<file path="config.mk">
export PLATFORM = sky130hd
export DESIGN_NAME = qspi_flash_seq
export DESIGN_NICKNAME = d
export VERILOG_FILES = /design/src/rtl/qspi_flash_seq_pkg.sv /design/src/rtl/qspi_flash_seq_cmd_issue.sv /design/src/rtl/qspi_flash_seq.sv
export SDC_FILE = /design/constraint.sdc
export NUM_CORES = 1
export LEC_CHECK = 0
export ABC_AREA = 0
export BUFFER_PORTS_ARGS = -buffer_cell sky130_fd_sc_hd__buf_2
export CAP_MARGIN = 20
export CORE_ASPECT_RATIO = 0.5
export CORE_MARGIN = 2
export CORE_UTILIZATION = 50
export CTS_CLUSTER_SIZE = 24
export DETAILED_ROUTE_END_ITERATION = 12
export PLACE_DENSITY = 0.74
export SYNTH_ARGS = -nofsm -noshare
export SYNTH_HDL_FRONTEND = slang
export SYNTH_SLANG_ARGS = --single-unit
</file>
<file path="constraint.sdc">
create_clock -name clk -period 2.5 [get_ports clk]
set_input_delay 0.25 -clock clk [delete_from_list [all_inputs] [get_ports clk]]
set_output_delay 0.25 -clock clk [all_outputs]
set_load 0.02 [all_outputs]
</file>
<file path="src/rtl/qspi_flash_seq_pkg.sv">
`default_nettype none
// ============================================================================
// Module  : qspi_flash_seq_pkg
// Brief   : Shared command types, opcodes and sequencer state encodings for
//           the QSPI flash self-test sequencer.
// Revision: 1.0 - initial release
// ============================================================================
package qspi_flash_seq_pkg;

  // Command type field driven to the QSPI driver (low nibble of cmd_type)
  typedef enum logic [3:0] {
    CMD_RDID = 4'h0,
    CMD_WREN = 4'h1,
    CMD_SE   = 4'h2,
    CMD_RDSR = 4'h3,
    CMD_PP   = 4'h5,
    CMD_READ = 4'h7
  } cmd_type_e;

  localparam logic [7:0] OP_RDID = 8'h90;
  localparam logic [7:0] OP_WREN = 8'h06;
  localparam logic [7:0] OP_SE   = 8'h20;
  localparam logic [7:0] OP_RDSR = 8'h05;
  localparam logic [7:0] OP_PP   = 8'h02;
  localparam logic [7:0] OP_READ = 8'h03;

  // Write-in-progress flag position in the flash status register
  localparam int WIP_BIT = 0;

  // Sequencer states, also exported on seq_state for debug
  localparam logic [3:0] S_IDLE  = 4'h0;
  localparam logic [3:0] S_RDID  = 4'h1;
  localparam logic [3:0] S_WREN1 = 4'h2;
  localparam logic [3:0] S_SE    = 4'h3;
  localparam logic [3:0] S_POLL1 = 4'h4;
  localparam logic [3:0] S_WREN2 = 4'h5;
  localparam logic [3:0] S_PP    = 4'h6;
  localparam logic [3:0] S_POLL2 = 4'h7;
  localparam logic [3:0] S_READ  = 4'h8;
  localparam logic [3:0] S_DONE  = 4'h9;
  localparam logic [3:0] S_GAP   = 4'hA;
  localparam logic [3:0] S_TOUT  = 4'hB;

  // Opcode that belongs to a command type
  function automatic logic [7:0] opcode_of(input logic [3:0] t);
    logic [7:0] op;
    op = 8'h00;
    case (t)
      CMD_RDID: op = OP_RDID;
      CMD_WREN: op = OP_WREN;
      CMD_SE:   op = OP_SE;
      CMD_RDSR: op = OP_RDSR;
      CMD_PP:   op = OP_PP;
      CMD_READ: op = OP_READ;
      default:  op = 8'h00;
    endcase
    return op;
  endfunction

endpackage
`default_nettype wire

</file>
<file path="src/rtl/qspi_flash_seq_cmd_issue.sv">
`default_nettype none
// ============================================================================
// Module  : qspi_flash_seq_cmd_issue
// Brief   : One-command handshake toward the QSPI driver. Latches the
//           command fields, raises the request a cycle later, holds the bus
//           stable until done, then enforces an idle gap before the next go.
// Revision: 1.0 - initial release
// ============================================================================
module qspi_flash_seq_cmd_issue
  import qspi_flash_seq_pkg::*;
(
  input  logic        clk,
  input  logic        rst,
  input  logic        go,
  input  logic [3:0]  go_type,
  input  logic [23:0] go_addr,
  input  logic        done_sig,
  output logic        idle,
  output logic        cmd_done,
  output logic [4:0]  cmd_type,
  output logic [7:0]  cmd_code,
  output logic [23:0] qspi_addr
);

  localparam logic [1:0] ST_IDLE = 2'd0;
  localparam logic [1:0] ST_LOAD = 2'd1;
  localparam logic [1:0] ST_REQ  = 2'd2;
  localparam logic [1:0] ST_GAP  = 2'd3;

  logic [1:0]  r_state;
  logic        r_req;
  logic [3:0]  r_type;
  logic [7:0]  r_code;
  logic [23:0] r_addr;

  assign idle      = (r_state == ST_IDLE);
  // done only counts while our request is actually outstanding
  assign cmd_done  = (r_state == ST_REQ) && done_sig;
  assign cmd_type  = {r_req, r_type};
  assign cmd_code  = r_code;
  assign qspi_addr = r_addr;

  // Handshake FSM: fields first, request next cycle, drop on done, one gap cycle
  always_ff @(posedge clk or posedge rst) begin
    if (rst) begin
      r_state <= ST_IDLE;
      r_req   <= 1'b0;
      r_type  <= 4'h0;
      r_code  <= 8'h00;
      r_addr  <= 24'h000000;
    end else begin
      case (r_state)
        ST_IDLE: begin
          if (go) begin
            r_type  <= go_type;
            r_code  <= opcode_of(go_type);
            r_addr  <= go_addr;
            r_state <= ST_LOAD;
          end
        end
        ST_LOAD: begin
          r_req   <= 1'b1;
          r_state <= ST_REQ;
        end
        ST_REQ: begin
          if (done_sig) begin
            r_req   <= 1'b0;
            r_state <= ST_GAP;
          end
        end
        ST_GAP: begin
          r_state <= ST_IDLE;
        end
        default: begin
          r_req   <= 1'b0;
          r_state <= ST_IDLE;
        end
      endcase
    end
  end

endmodule
`default_nettype wire

</file>
<file path="src/rtl/qspi_flash_seq.sv">
`default_nettype none
// ============================================================================
// Module  : qspi_flash_seq
// Brief   : QSPI flash self-test sequencer: RDID, WREN, sector erase, WIP
//           poll, WREN, page program, WIP poll, 256-byte read and compare.
// Revision: 1.0 - initial release
// ============================================================================
module qspi_flash_seq
  import qspi_flash_seq_pkg::*;
#(
  parameter logic [23:0] FLASH_ADDR = 24'h000000,
  parameter logic [15:0] POLL_GAP   = 16'd250,
  parameter logic [19:0] POLL_MAX   = 20'd400000,
  parameter logic [7:0]  PAT_SEED   = 8'h00
) (
  input  logic        clk,
  input  logic        rst,
  input  logic        start,
  output logic [4:0]  cmd_type,
  output logic [7:0]  cmd_code,
  output logic [23:0] qspi_addr,
  input  logic        done_sig,
  input  logic [7:0]  read_data,
  input  logic        read_byte_valid,
  output logic        busy,
  output logic        pass,
  output logic        fail,
  output logic        timeout,
  output logic [15:0] dev_id,
  output logic [8:0]  err_cnt,
  output logic [3:0]  seq_state
);

  logic [3:0]  r_state;
  logic [3:0]  r_ret;
  logic        r_busy;
  logic        r_pass;
  logic        r_fail;
  logic        r_timeout;
  logic [15:0] r_dev_id;
  logic [8:0]  r_err_cnt;
  logic [7:0]  r_idx;
  logic        r_wip;
  logic [19:0] r_poll_cnt;
  logic [15:0] r_gap_cnt;

  logic        w_cmd_state;
  logic [3:0]  w_go_type;
  logic [23:0] w_go_addr;
  logic        w_go;
  logic        w_issue_idle;
  logic        w_cmd_done;
  logic        w_rx;
  logic        w_poll;
  logic        w_wip;

  qspi_flash_seq_cmd_issue u_issue (
    .clk       (clk),
    .rst       (rst),
    .go        (w_go),
    .go_type   (w_go_type),
    .go_addr   (w_go_addr),
    .done_sig  (done_sig),
    .idle      (w_issue_idle),
    .cmd_done  (w_cmd_done),
    .cmd_type  (cmd_type),
    .cmd_code  (cmd_code),
    .qspi_addr (qspi_addr)
  );

  // Command fields requested by the current sequencer state
  always_comb begin
    w_cmd_state = 1'b1;
    w_go_type   = CMD_RDID;
    w_go_addr   = 24'h000000;
    case (r_state)
      S_RDID:           w_go_type = CMD_RDID;
      S_WREN1, S_WREN2: w_go_type = CMD_WREN;
      S_SE: begin
        w_go_type = CMD_SE;
        w_go_addr = FLASH_ADDR;
      end
      S_POLL1, S_POLL2: w_go_type = CMD_RDSR;
      S_PP: begin
        w_go_type = CMD_PP;
        w_go_addr = FLASH_ADDR;
      end
      S_READ: begin
        w_go_type = CMD_READ;
        w_go_addr = FLASH_ADDR;
      end
      default:          w_cmd_state = 1'b0;
    endcase
  end

  assign w_go   = w_cmd_state && w_issue_idle;
  // bytes are only accepted while our request is outstanding
  assign w_rx   = read_byte_valid && cmd_type[4];
  assign w_poll = (r_state == S_POLL1) || (r_state == S_POLL2);
  // a status byte arriving together with done must still decide the poll
  assign w_wip  = (w_rx && w_poll) ? read_data[WIP_BIT] : r_wip;

  assign busy      = r_busy;
  assign pass      = r_pass;
  assign fail      = r_fail;
  assign timeout   = r_timeout;
  assign dev_id    = r_dev_id;
  assign err_cnt   = r_err_cnt;
  assign seq_state = r_state;

  // Byte capture plus the test-sequence state machine
  always_ff @(posedge clk or posedge rst) begin
    if (rst) begin
      r_state    <= S_IDLE;
      r_ret      <= S_POLL1;
      r_busy     <= 1'b0;
      r_pass     <= 1'b0;
      r_fail     <= 1'b0;
      r_timeout  <= 1'b0;
      r_dev_id   <= 16'h0000;
      r_err_cnt  <= 9'd0;
      r_idx      <= 8'd0;
      r_wip      <= 1'b0;
      r_poll_cnt <= 20'd0;
      r_gap_cnt  <= 16'd0;
    end else begin
      if (w_go) begin
        r_idx <= 8'd0;
      end else if (w_rx && ((r_state == S_RDID) || (r_state == S_READ))) begin
        r_idx <= r_idx + 8'd1;
      end

      if (w_rx) begin
        case (r_state)
          S_RDID: begin
            if (r_idx == 8'd0)      r_dev_id[15:8] <= read_data;
            else if (r_idx == 8'd1) r_dev_id[7:0]  <= read_data;
          end
          S_POLL1, S_POLL2: r_wip <= read_data[WIP_BIT];
          S_READ: begin
            if ((read_data != (PAT_SEED + r_idx)) && (r_err_cnt != 9'd256))
              r_err_cnt <= r_err_cnt + 9'd1;
          end
          default: ;
        endcase
      end

      case (r_state)
        S_IDLE: begin
          if (start) begin
            r_pass    <= 1'b0;
            r_fail    <= 1'b0;
            r_timeout <= 1'b0;
            r_err_cnt <= 9'd0;
            r_dev_id  <= 16'h0000;
            r_busy    <= 1'b1;
            r_state   <= S_RDID;
          end
        end
        S_RDID:  if (w_cmd_done) r_state <= S_WREN1;
        S_WREN1: if (w_cmd_done) r_state <= S_SE;
        S_SE: begin
          if (w_cmd_done) begin
            r_poll_cnt <= 20'd0;
            r_state    <= S_POLL1;
          end
        end
        S_WREN2: if (w_cmd_done) r_state <= S_PP;
        S_PP: begin
          if (w_cmd_done) begin
            r_poll_cnt <= 20'd0;
            r_state    <= S_POLL2;
          end
        end
        S_POLL1, S_POLL2: begin
          if (w_cmd_done) begin
            if (!w_wip) begin
              r_state <= (r_state == S_POLL1) ? S_WREN2 : S_READ;
            end else begin
              r_poll_cnt <= r_poll_cnt + 20'd1;
              if (({1'b0, r_poll_cnt} + 21'd1) >= {1'b0, POLL_MAX}) begin
                r_state <= S_TOUT;
              end else begin
                r_ret     <= r_state;
                r_gap_cnt <= 16'd0;
                r_state   <= S_GAP;
              end
            end
          end
        end
        S_GAP: begin
          if (({1'b0, r_gap_cnt} + 17'd1) >= {1'b0, POLL_GAP}) r_state <= r_ret;
          else r_gap_cnt <= r_gap_cnt + 16'd1;
        end
        S_READ:  if (w_cmd_done) r_state <= S_DONE;
        S_DONE: begin
          r_busy  <= 1'b0;
          r_pass  <= (r_err_cnt == 9'd0);
          r_fail  <= (r_err_cnt != 9'd0);
          r_state <= S_IDLE;
        end
        S_TOUT: begin
          r_timeout <= 1'b1;
          r_fail    <= 1'b1;
          r_busy    <= 1'b0;
          r_state   <= S_IDLE;
        end
        default: r_state <= S_IDLE;
      endcase
    end
  end

endmodule
`default_nettype wire

</file>
==> flow_summary_export.csv, run 1 <==
group,metric,value,unit
status,status,"finished, violations left",
status,failed_checks,"negative setup slack",
sta,layout_min_cycle_time,2.524,ns
power,power_density,904.5,nW/um^2
power,power_leakage,3.288,nW
layout,fill_cells,901,
sta,fin_skew,0.007865,ns
sta,rsz0062_at_grt,"yes",
power,seq_power_share,0.338,
synth,synth_seq_area_share,0.4016,
floorplan,die-height,80.15,um
layout,regArea,2332,um^2
synth,yosys_warnings,0,
clock_network,clkTransAtPathRegs,0.07,ns
sta,maxClockFrequency,396.1,MHz
floorplan,io_pins,83,
placement,globalplace.congestion,0.9051,
power,finalPower,6.259,mW
sta,slew_viol_final,0,
power,p_clk_frac,0.221,
global_routing,grt_pass1_wl,23.56,mm
synth,ys_seq_elements,93,
drt,first_pass_iters,5,
floorplan,die_w,156.3,um
floorplan,start_util,0.5201,
worst_setup_path,end_kind,"flip-flop",
floorplan,dieArea,12530,um^2
power,p_comb_frac,0.441,
layout,instances_no_fill,888,
layout,num-nets-final,764,
clock_network,cts_inserted_buffers,9,
power,ir_worst_vdd,0.5295,mV
clock_network,holdBufCountCts,0,
drt,routedWlPerCell,15.83,um
floorplan,coreArea,11150,um^2
synth,synthArstFlopShare,1.000,
placement,io_buffers,55,
clock_network,clk_latency,0.35,ns
drt,ant_nets,0,
synth,synthCells,647,
drt,vias_per_cell,5.802,
power,p_sw,2.589,mW
layout,multi_input_area,3269,um^2
power,p_sw_frac,0.4137,
synth,synth_edf_count,0,
worst_setup_path,cp.required,2.73,ns
worst_setup_path,worst_setup_path_start_kind,"flip-flop",
layout,final_util,0.6207,
placement,place_hpwl,10.04,mm
drt,vias,5152,
worst_setup_path,critPathArrivalTime,2.75,ns
drt,drc,0,
sta,worstMarginPinSlew,0.6427,ns
layout,layout_commonest_cell,"dfrtp_1",
hold_path,min_path_type,"in -> async",
clock_network,cts_sinks,93,
layout,area_growth,19.34,%
sta,slew_headroom,0.5676,
synth,synth_area,5798,um^2
drt,wirelength,14.05,mm
clock_network,h-tree-depth,3,
layout,drive_gt1_frac,0.2382,
layout,antenna_cells,0,
clock_network,cts_tree,"built",
synth,syn_area_per_cell,8.961,um^2
floorplan,rows,27,
synth,synth_flop_cell,"dfrtp_1",
placement,dp_cells,872,
sta,fin_crit_sh,1.010,
global_routing,grt_pass1_vias,4857,
layout,mostFrequentLayoutCells,"dfrtp_1, nor2_1, buf_4",
clock_network,root_buffer,"clkbuf_16",
global_routing,grt_max_degree,94,
drt,initialDrtViolationCount,426,
sta,layout_setup_ws,-0.02445,ns
clock_network,max-clock-path-buffers,2,
sta,holdWs,0.04631,ns
synth,ys_types,74,
sta,hold_violations,0,
worst_setup_path,critPathMaxFanout,3,
sta,fin_setup_tns,-0.03654,ns
power,internal-power,3.669,mW
run,drv_cap,0,
global_routing,grt_usage,0.2357,
global_routing,overflow,0,
sta,setup_viol,2,
global_routing,antenna_found_initial,0,
worst_setup_path,path_class,"reg -> reg",
-- per-stage QoR --
stage | cell area [um^2] | worst slack [ns]
after floorplan | 5929 | -0.07961
final | 6919 | -0.02445
after CTS | 6828 | 0.007713
after detailed placement | 6494 | -0.09552
after global placement | 6494 | 0.02404
after global routing | 6919 | -0.1420
-- worst max-delay path, stage by stage (launching register included) --
cell and delay (ns):
dfrtp_1 0.43, ha_2 0.23, nand4_1 0.20, xnor2_1 0.23, nand3_1 0.15, a2111oi_4 0.39
a2111oi_4 0.10, a311oi_2 0.32, mux2_4 0.33
-- power groups by stage --
stage | Sequential, mW | Clock [mW] | Combinational [mW]
after floorplan | 2.28 | 0 | 1.62
after global placement | 2.11 | 0 | 2.58
after detailed placement | 2.12 | 0 | 2.64
after CTS | 2.10 | 1.41 | 2.65
after global routing | 2.15 | 1.46 | 3.04
final | 2.11 | 1.38 | 2.76
-- sequential cells by signal, indices dropped and copies added (netlist names) --
| name | cells |
|---|---|
| u_issue.r_req | 1 |
| pass | 1 |
| dev_id | 16 |
| u_issue.r_state | 2 |
| r_gap_cnt | 16 |
| fail | 1 |
| r_poll_cnt | 20 |
| u_issue.r_type | 3 |
| busy | 1 |
| r_ret | 4 |
| r_wip | 1 |
| r_idx | 8 |
| seq_state | 4 |
| err_cnt | 9 |
| timeout | 1 |
| u_issue.cmd_code | 5 |
-- worst paths after layout --
kind	start	to	slack (ns)	cells past startpoint
worst min register to register	r_ret[2]	r_ret[2]	0.50	1
worst max-delay path	r_gap_cnt[0]	seq_state[2]	-0.02	8
min in group clk	read_data[6]	dev_id[6]	0.19	3
worst max register to register	r_gap_cnt[0]	seq_state[2]	-0.02	8
max in group asynchronous	rst	r_ret[2]	2.08	3
worst min-delay path	rst	r_poll_cnt[4]	0.05	3
-- logic make-up after synthesis --
logic type,count (synthesis),synth area share
mux,24,0.04208
simple gates,251,0.2259
flops,93,0.4016
compound gates,145,0.1707
fa+ha+maj,12,0.02589
buf+inv,85,0.07877
other cells,1,0.0006468
xor+xnor,36,0.05438
-- final cells by class --
cell class	instances	share of cell area
flip-flops and latches	93	0.3371
repair buffers	118	0.1099
clock buffers	9	0.03255
clock inverters	6	0.009222
inverters	22	0.01248
multi-input cells	495	0.4725
well taps	145	0.02622
-- metal layers --
layer	vias to the layer above	routed length, um	track usage
li1	2456	-	-
met3	23	843	0.05073
met2	200	6369	0.3815
met5	-	0	0
met1	2473	6622	0.3207
met4	0	218	0.06881
-- synthesized netlist by cell type, types with 6 or more instances --
cell | count | share of area
a21oi_1 | 24 | 0.021
a31oi_1 | 13 | 0.014
and2_1 | 16 | 0.017
and3_1 | 6 | 0.0065
buf_4 | 29 | 0.038
clkbuf_1 | 24 | 0.016
dfrtp_1 | 92 | 0.40
ha_1 | 12 | 0.026
inv_1 | 22 | 0.014
mux2i_1 | 21 | 0.036
nand2_1 | 37 | 0.024
nand2b_1 | 12 | 0.013
nand3_1 | 29 | 0.025
nand4_1 | 22 | 0.024
nor2_1 | 76 | 0.049
nor3_1 | 7 | 0.0060
nor4_1 | 10 | 0.011
o211ai_1 | 6 | 0.0078
o21ai_0 | 42 | 0.036
or3_1 | 8 | 0.0086
xnor2_1 | 11 | 0.017
xor2_1 | 25 | 0.038
-- what timing repair did --
| item | in CTS | in global routing |
|---|---|---|
| setup buffers | 1 | 0 |
| pin swaps | 2 | 6 |
| gates resized for setup | 8 | 18 |
| endpoints found under the setup margin | 7 | 22 |
(Power assumes the default switching activity.)
==> run 2, diff against run 1 <==
--- a/config.mk
+++ b/config.mk
@@ -8,7 +8,6 @@
 export ABC_AREA = 0
 export BUFFER_PORTS_ARGS = -buffer_cell sky130_fd_sc_hd__buf_2
 export CAP_MARGIN = 20
-export CORE_ASPECT_RATIO = 0.5
 export CORE_MARGIN = 2
 export CORE_UTILIZATION = 50
 export CTS_CLUSTER_SIZE = 24
==> flow_summary_export.csv, run 2 (same netlist as run 1, synthesis figures left out) <==
group,metric,value,unit
worst_setup_path,r2r_start,"r_gap_cnt[1]",
sta,rsz0062_at_grt,"yes",
sta,slew_viol_final,0,
floorplan,dieArea,12470,um^2
drt,vias,5145,
worst_setup_path,crit_buf_inv,2,
clock_network,max-clock-path-buffers,2,
placement,io_buffers,55,
worst_setup_path,rr_worst_depth,10,
layout,num-nets-final,764,
worst_setup_path,r2r_slack,-0.003,ns
clock_network,holdBufCountCts,0,
worst_setup_path,regToRegEndpoint,"r_gap_cnt[5]",
layout,antenna_cells,0,
placement,globalplace.congestion,0.9340,
power,ir_worst_vdd,0.5465,mV
worst_setup_path,cp.required,2.72,ns
floorplan,coreArea,11370,um^2
floorplan,rows,39,
worst_setup_path,cp_top_family,"simple AND/OR/NAND/NOR gates",
layout,mostFrequentLayoutCells,"dfrtp_1, nor2_1, buf_4",
worst_setup_path,path_class,"reg -> reg",
worst_setup_path,critPathArrivalTime,2.73,ns
layout,fill_cells,968,
clock_network,clk_latency,0.34,ns
power,power_density,909.7,nW/um^2
drt,first_pass_iters,5,
layout,drive_gt1_frac,0.2544,
sta,fin_setup_tns,-0.003322,ns
drt,routedWlPerCell,16.40,um
global_routing,grt_max_degree,94,
worst_setup_path,critPathMaxFanout,7,
sta,layout_setup_ws,-0.003322,ns
run,drv_cap,0,
sta,hold_violations,0,
sta,holdWs,0.03944,ns
layout,final_util,0.6198,
clock_network,clkTransAtPathRegs,0.07,ns
placement,place_ws,-0.08110,ns
global_routing,overflow,0,
layout,largest_register,"r_poll_cnt",
sta,maxClockFrequency,399.5,MHz
global_routing,grt_usage,0.2328,
status,failed_checks,"negative setup slack",
placement,dp_cells,859,
worst_setup_path,path_cells,"buf_6, ha_4, and4_1, a311o_1, o21ai_0, nand4b_1, or3_4, buf_4, a32oi_1, o21ai_1",
clock_network,cts_sinks,93,
global_routing,grt_pass1_wl,24.26,mm
global_routing,grt_pass1_vias,5002,
sta,fin_skew,0.006254,ns
sta,setup_viol,1,
drt,drc,0,
floorplan,start_util,0.5100,
floorplan,die_w,111.7,um
drt,vias_per_cell,5.807,
sta,fin_crit_sh,1.001,
layout,area_growth,21.54,%
floorplan,io_pins,83,
drt,initialDrtViolationCount,345,
power,finalPower,6.410,mW
power,power_leakage,3.353,nW
clock_network,cts_inserted_buffers,9,
placement,place_hpwl,9.971,mm
layout,layout_commonest_cell,"dfrtp_1",
status,status,"finished, violations left",
clock_network,cts_tree,"built",
global_routing,antenna_found_initial,0,
layout,instances_no_fill,886,
worst_setup_path,critPathSlowestCell,"dfrtp_1",
sta,layout_min_cycle_time,2.503,ns
worst_setup_path,critPathMaxStageDelay,0.41,ns
layout,design_area,7047,um^2
clock_network,root_buffer,"clkbuf_16",
layout,largest_register_ffs,20,
worst_setup_path,worst_setup_path_start_kind,"flip-flop",
hold_path,min_path_type,"in -> async",
placement,place_area,6409,um^2
clock_network,h-tree-depth,3,
drt,wirelength,14.53,mm
worst_setup_path,end_kind,"flip-flop",
floorplan,die-height,111.7,um
drt,ant_nets,0,
## run 2: cell types whose count changed in the layout (fill, tap and decap cells not counted), sizes merged
| cell | change |
|---|---|
| clkinvlp | -2 |
| inv | +2 |
## run 2: final cells by class
| type | count | area (um^2) | area share |
|---|---|---|---|
| inverter | 22 | 86.33 | 0.01225 |
| timing repair buffer | 118 | 783.3 | 0.1112 |
| clock inverter | 6 | 70.07 | 0.009943 |
| clock buffer | 9 | 225.2 | 0.03196 |
| sequential | 93 | 2333 | 0.3311 |
| multi-input combinational | 495 | 3369 | 0.4782 |
| tap | 143 | 178.9 | 0.02539 |
## run 2: timing repair
action                     CTS  global route
setup buffers                8             5
setup endpoints to repair    5            31
pin swaps                    4            16
resized for setup           12            38
## run 2: worst max-delay path by stage
stage | from | endpoint | cells past startpoint
2_1_floorplan | r_poll_cnt[0] | r_gap_cnt[10] | 11
3_3_place_gp | r_gap_cnt[1] | seq_state[2] | 9
3_5_place_dp | r_gap_cnt[1] | seq_state[2] | 9
4_1_cts | r_gap_cnt[1] | r_gap_cnt[15] | 11
5_1_grt | r_poll_cnt[0] | r_gap_cnt[1] | 9
6_report | r_gap_cnt[1] | r_gap_cnt[5] | 10
## run 2: power breakdown
part	internal, mW	total (mW)	switching, mW
clock	0.781	1.40	0.614
combinational	1.13	2.89	1.76
sequential	1.82	2.12	0.296
total	3.74	6.41	2.67
## run 2: per-layer routing
layer  share of wire  vias to the layer above  global-route usage
li1                -                     2452                   -
met1            0.45                     2529              0.3123
met2            0.49                      148              0.3915
met3           0.048                       16             0.05280
met4           0.011                        0             0.04444
met5               0                        -                   0
## run 2: worst reg2reg max path, cell delays in order (launching register included)
cell,delay [ns]
dfrtp_1,0.41
buf_6,0.14
ha_4,0.16
and4_1,0.21
a311o_1,0.34
o21ai_0,0.11
nand4b_1,0.14
or3_4,0.40
buf_4,0.19
a32oi_1,0.20
o21ai_1,0.09
